### config.mk
export PLATFORM = sky130hd
export DESIGN_NAME = uart_tx_arbiter
export DESIGN_NICKNAME = d
export VERILOG_FILES = /design/src/rtl/uart_arb_pkg.sv /design/src/rtl/rr_arbiter.sv /design/src/rtl/uart_tx_arbiter.sv
export SDC_FILE = /design/constraint.sdc
export NUM_CORES = 1
export LEC_CHECK = 0
export CAP_MARGIN = 15
export CORE_UTILIZATION = 53
export DETAILED_ROUTE_END_ITERATION = 16
export HOLD_SLACK_MARGIN = 0.12
export MAX_ROUTING_LAYER = met4
export PLACE_DENSITY = 0.84
export SLEW_MARGIN = 20
export SYNTH_ARGS = -nofsm -noshare
export SYNTH_HDL_FRONTEND = slang
export SYNTH_SLANG_ARGS = --single-unit
### constraint.sdc
create_clock -name CLK -period 8.7 [get_ports CLK]
set_input_delay 2.61 -clock CLK [delete_from_list [all_inputs] [get_ports CLK]]
set_output_delay 2.61 -clock CLK [all_outputs]
set_load 0.005 [all_outputs]
### src/rtl/uart_arb_pkg.sv
// uart_arb_pkg: shared FSM state type, reset baud divider and grant-index width helper.
package uart_arb_pkg;
  typedef enum logic [1:0] {IDLE, START, WAIT_DONE, GAP} state_e;
  localparam int DEFAULT_CLKDIV = 867;
  function automatic int id_w(input int n);
    return (n > 1) ? $clog2(n) : 1;
  endfunction
endpackage

### src/rtl/rr_arbiter.sv
// rr_arbiter: combinational round-robin pick of the first set request at or above ptr, with wrap.
module rr_arbiter import uart_arb_pkg::*; #(
  parameter int N_REQ = 4,
  parameter int W = id_w(N_REQ)
) (
  input  logic [N_REQ-1:0] req,
  input  logic [W-1:0]     ptr,
  output logic [N_REQ-1:0] gnt,
  output logic [W-1:0]     idx
);
  always_comb begin
    logic [W-1:0] j;
    gnt = '0;
    idx = '0;
    j = '0;
    // Scan farthest offset first so the candidate nearest ptr is written last and wins.
    for (int i = N_REQ - 1; i >= 0; i--) begin
      j = W'((int'(ptr) + i) % N_REQ);
      if (req[j]) begin
        gnt = N_REQ'(1) << j;
        idx = j;
      end
    end
  end
endmodule

### src/rtl/uart_tx_arbiter.sv
// uart_tx_arbiter: round-robin sharing of one uart_tx between requesters, with DONE timeout and inter-frame gap.
module uart_tx_arbiter #(
  parameter int N_REQ = 4,
  parameter int CLKDIV_W = 16,
  parameter logic [CLKDIV_W-1:0] DEFAULT_CLKDIV = CLKDIV_W'(uart_arb_pkg::DEFAULT_CLKDIV),
  parameter int GAP_CYCLES = 16,
  parameter int TIMEOUT_CYCLES = 200000
) (
  input  logic                                  CLK,
  input  logic                                  SRST,
  input  logic [N_REQ-1:0]                      REQ_VALID,
  input  logic [8*N_REQ-1:0]                    REQ_DATA,
  output logic [N_REQ-1:0]                      REQ_READY,
  input  logic [CLKDIV_W-1:0]                   CFG_CLKDIV,
  output logic                                  TX_ENA,
  output logic [7:0]                            TX_DATA,
  output logic [CLKDIV_W-1:0]                   TX_CLKDIV,
  input  logic                                  TX_DONE,
  output logic                                  BUSY,
  output logic [uart_arb_pkg::id_w(N_REQ)-1:0]  GRANT_ID,
  output logic                                  ERR_TIMEOUT
);
  import uart_arb_pkg::*;
  localparam int W = id_w(N_REQ);
  localparam int CNT_MAX = (TIMEOUT_CYCLES > GAP_CYCLES) ? TIMEOUT_CYCLES : GAP_CYCLES;
  localparam int CNT_W = $clog2(CNT_MAX + 1);
  localparam state_e AFTER_WAIT = (GAP_CYCLES == 0) ? IDLE : GAP;
  state_e state_q, state_d;
  logic [W-1:0] ptr_q, ptr_d, gid_q, gid_d, idx;
  logic [7:0] data_q, data_d;
  logic [CLKDIV_W-1:0] clkdiv_q, clkdiv_d;
  logic [CNT_W-1:0] cnt_q, cnt_d;
  logic done_q, done_d, err;
  logic [N_REQ-1:0] gnt;
  rr_arbiter #(.N_REQ(N_REQ), .W(W)) u_rr (
    .req(REQ_VALID),
    .ptr(ptr_q),
    .gnt(gnt),
    .idx(idx)
  );
  assign REQ_READY   = (state_q == IDLE && !SRST) ? gnt : '0;
  assign TX_ENA      = state_q == START && !SRST;
  assign BUSY        = state_q != IDLE && !SRST;
  assign ERR_TIMEOUT = err && !SRST;
  assign TX_DATA     = data_q;
  assign TX_CLKDIV   = clkdiv_q;
  assign GRANT_ID    = gid_q;
  always_comb begin
    state_d  = state_q;
    ptr_d    = ptr_q;
    gid_d    = gid_q;
    data_d   = data_q;
    clkdiv_d = clkdiv_q;
    cnt_d    = cnt_q;
    done_d   = TX_DONE;
    err      = 1'b0;
    case (state_q)
      IDLE: begin
        clkdiv_d = CFG_CLKDIV;
        if (|gnt) begin
          data_d  = REQ_DATA[{idx, 3'b000} +: 8];
          gid_d   = idx;
          ptr_d   = (idx == W'(N_REQ - 1)) ? '0 : idx + 1'b1;
          state_d = START;
        end
      end
      START: begin
        cnt_d   = '0;
        state_d = WAIT_DONE;
      end
      WAIT_DONE: begin
        if (TX_DONE && !done_q) begin
          cnt_d   = '0;
          state_d = AFTER_WAIT;
        end else if (cnt_q == CNT_W'(TIMEOUT_CYCLES - 1)) begin
          err     = 1'b1;
          cnt_d   = '0;
          state_d = AFTER_WAIT;
        end else begin
          cnt_d = cnt_q + 1'b1;
        end
      end
      default: begin
        cnt_d   = (cnt_q == CNT_W'(GAP_CYCLES - 1)) ? '0 : cnt_q + 1'b1;
        state_d = (cnt_q == CNT_W'(GAP_CYCLES - 1)) ? IDLE : GAP;
      end
    endcase
  end
  always_ff @(posedge CLK) begin
    if (SRST) begin
      state_q  <= IDLE;
      ptr_q    <= '0;
      gid_q    <= '0;
      data_q   <= '0;
      clkdiv_q <= DEFAULT_CLKDIV;
      cnt_q    <= '0;
      done_q   <= 1'b0;
    end else begin
      state_q  <= state_d;
      ptr_q    <= ptr_d;
      gid_q    <= gid_d;
      data_q   <= data_d;
      clkdiv_q <= clkdiv_d;
      cnt_q    <= cnt_d;
      done_q   <= done_d;
    end
  end
endmodule

==> Flow_metrics.wiki <==
{| class="wikitable"
! Metric !! Value
|-
| Synthesized instance count || 379
|-
| Cell chain of the critical path || clkdlybuf4s50_1 -> and3b_1 -> a211oi_1 -> nor3_1 -> a31oi_1 -> nor3b_2 -> and2_1 -> clkdlybuf4s50_1
|-
| Resized Gates After CTS || 0
|-
| Total number of clock tree sinks || 49
|-
| DPL Wire Length || 5680 µm
|-
| Clock edge transition at the registers on the reported setup and hold paths || 0.08 ns
|-
| Total inserted antenna cells || 0
|-
| Count of synthesis-stage warnings from yosys || 0
|-
| Top post-synthesis cells by area || dfxtp_1 30%, mux2i_1 12%, nand2_1 5.5%
|-
| Synth unique cells || 57
|-
| Final number of hold-violating endpoints || 0
|-
| Area of the placeable core || 5890 µm²
|-
| Nets@finish || 518
|-
| Critical Path AT || 5.33 ns
|-
| Number of buffers on the longest clock path || 2
|-
| Most frequent cell on the critical path || clkdlybuf4s50_1
|-
| Row Count || 28
|-
| Delay contributed by the slowest stage of the critical path || 0.69 ns
|-
| Buffer cell driving the clock tree root || clkbuf_8
|-
| Average cell area after synthesis || 8.52 µm²
|-
| Count of endpoints failing setup in the final report || 0
|-
| Detailed-route via count || 3089
|-
| Die Span Y || 80.1 µm
|-
| Top post-synthesis cells by count || 49 x dfxtp_1, 47 x nand2_1, 38 x mux2i_1
|-
| WP buf/inv || 2
|-
| Power per cell area || 311 nW/µm²
|-
| Final wirelength || 8020 µm
|-
| I/O Pins || 88
|-
| Post-synthesis instance area || 3230 µm²
|-
| TritonCTS Buffers || 5
|-
| Fin worst setup slack || 0.756 ns
|-
| First-pass DRT Iterations || 5
|-
| Min Clock Period, post-route || 7.94 ns
|-
| Pin count of the biggest net entering global routing || 34
|-
| Post-Syn Nets || 447
|-
| Number of global-route vias before repair || 2822
|-
| Number of DRC markers after the initial detailed-route iteration || 160
|-
| Global-route wire length before repair || 12700 µm
|-
| Placer congestion estimate || 0.907
|-
| Kind of cell with the highest combined delay on the critical path || simple AND/OR/NAND/NOR gates
|-
| CP required || 6.09 ns
|-
| Share of layout cells above drive strength 1 || 0.0754
|-
| Fin crit share || 0.913
|-
| Maximum net fanout on the critical path || 12
|-
| Number of H-tree levels || 2
|-
| Most frequently used cell type in the post-synthesis netlist || dfxtp_1
|-
| Antenna violations before repair || 0
|-
| Pre-CTS WS || 0.812 ns
|-
| Vias per std cell || 5.87
|-
| Overall track demand over capacity in global routing || 0.256
|-
| Final setup TNS || 0 ns
|-
| Rel. slew slack || 0.303
|-
| Beginning of the worst hold path || TX_DATA[3]
|-
| Port bufs || 87
|-
| Min Hold Slack || 0.464 ns
|-
| Starting density of the core || 0.549
|-
| Total die area || 6410 µm²
|-
| Number of enable flip-flop cells after synthesis || 0
|-
| Asr flop ratio synth || 0
|-
| Number of buffers inserted by hold repair at cts || 0
|-
| Category of the worst setup path capture point || output port
|-
| Cell accounting for the most synthesized area || dfxtp_1
|-
| Result of the run || finished, final reports clean
|-
| Worst-Margin Slew || 1.04 ns
|-
| Cell with the largest stage delay on the worst path || clkdlybuf4s50_1
|-
| Sequential area share after synthesis || 0.304
|-
| Highest clock frequency the design can meet || 126 MHz
|-
| Setup slack on the worst flop-to-flop path || 4.67 ns
|-
| Endpoint of the worst register-to-register path || ptr_q[1]
|-
| Share of Yosys cell area claimed by the top area cell type || 0.304
|-
| Number of design rule violations left after detail routing || 0
|-
| Max Transition Viols Final || 0
|-
| VDD IR-drop max || 0.183 mV
|-
| Leak || 0.00163 µW
|-
| Capture endpoint of the worst hold path || TX_DATA[3]
|-
| Remaining global-route overflow || 0
|-
| Drt wl/cell || 15.2 µm
|-
| Number of antenna-violating nets in the routed design || 0
|-
| Cells on Worst Hold Path || 2
|-
| RSZ-0062 raised after global routing || no
|-
| Chip width || 80.1 µm
|-
| Number of cells traversed by the worst register-to-register path || 9
|-
| Clock network latency to the later pin of the worst-skew pair || 0.30 ns
|-
| Number of maximum-capacitance violations || 0
|-
| Type of the worst setup path || primary input to output port
|-
| Worst hold-check path type || flop to flop
|-
| TritonCTS clock tree || done
|-
| Worst clock skew || 0.00976 ns
|-
| Leading register cell type out of synthesis || dfxtp_1
|-
| Origin of the critical flop-to-flop path || ptr_q[0]
|-
| Layout Area Growth over Synthesis || 29.9%
|-
| CP startpoint kind || primary input
|-
| Synthesis-stage register bit count || 49
|-
| Post-CTS setup buffer count || 0
|}
-- cell families after synthesis --
logic type                 count (synthesis)  synth area share
and+or+nand+nor                          132             0.203
xor gates and xnor gates                   5            0.0159
DFF                                       49             0.304
buffers and inverters                     38            0.0628
AOI/OAI and AO/OA                         97             0.215
adders and majority gates                 13            0.0504
muxes                                     45             0.149
-- layout make-up --
type                            instances  area [µm²]
Sequential cell                        49         981
Timing Repair Buffer                   91         901
Multi-Input combinational cell        292        2050
Clock buffer                            5        68.8
Inverter                               11        41.3
Fill cell                             456        1690
Clock inverter                          3        65.1
Tap cell                               75        93.8
-- state kept, by name, indices dropped and copies added, names as in the netlist --
| signal | flops |
|---|---|
| GRANT_ID | 2 |
| TX_CLKDIV | 16 |
| TX_DATA | 8 |
| cnt_q | 18 |
| done_q | 1 |
| ptr_q | 2 |
| state_q | 2 |
-- per-stage QoR --
stage,power (µW),cells,utilization,instance area [µm²]
finish,1310,526,0.713,4200
global route,1400,526,0.713,4200
CTS,1310,526,0.713,4200
detailed placement,1110,518,0.690,4060
global placement,1090,518,0.690,4060
floorplan,921,379,-,3230
-- report_power, final --
| group | switching, µW | internal, µW |
|---|---|---|
| sequential | 51.9 | 280 |
| combinational | 415 | 369 |
| clock | 76.4 | 114 |
-- metal layers --
metal	track usage	share of wire
met3	0.0398	0.048
met2	0.414	0.48
met1	0.331	0.45
met5	-	0
met4	0.0750	0.012
-- cells in the final DEF (no fill, tap or decap), types with 5 or more instances in the layout --
master,Yosys,routed
inv_1,10,10
a211o_1,8,8
clkdlybuf4s50_1,0,87
dfxtp_1,49,49
o211ai_1,6,6
ha_1,13,13
and3_1,8,8
nand2_1,47,47
nor2_1,27,27
nor3_1,6,6
mux2i_1,38,38
a211oi_1,14,14
o21ai_0,31,31
a31oi_1,5,5
nor2b_1,5,5
mux2_2,5,5
nand3_1,12,12
clkbuf_8,0,5
a21boi_0,8,8
o31ai_1,6,6
-- worst min-delay path: stages (launching register included) --
cell	delay, ns
dfxtp_1	0.32
nand2_1	0.05
mux2i_1	0.05
-- worst max-delay path by stage --
stage               slack (ns)  depth (start not counted)          from           end
floorplan                 2.10                          7  REQ_VALID[2]  REQ_READY[3]
global placement          0.89                          8  REQ_VALID[0]  REQ_READY[3]
detailed placement        0.81                          8  REQ_VALID[0]  REQ_READY[3]
CTS                       0.79                          8  REQ_VALID[0]  REQ_READY[3]
global route              0.62                          8  REQ_VALID[0]  REQ_READY[3]
finish                    0.76                          8  REQ_VALID[0]  REQ_READY[3]
Power figures use the tool's default switching activity.
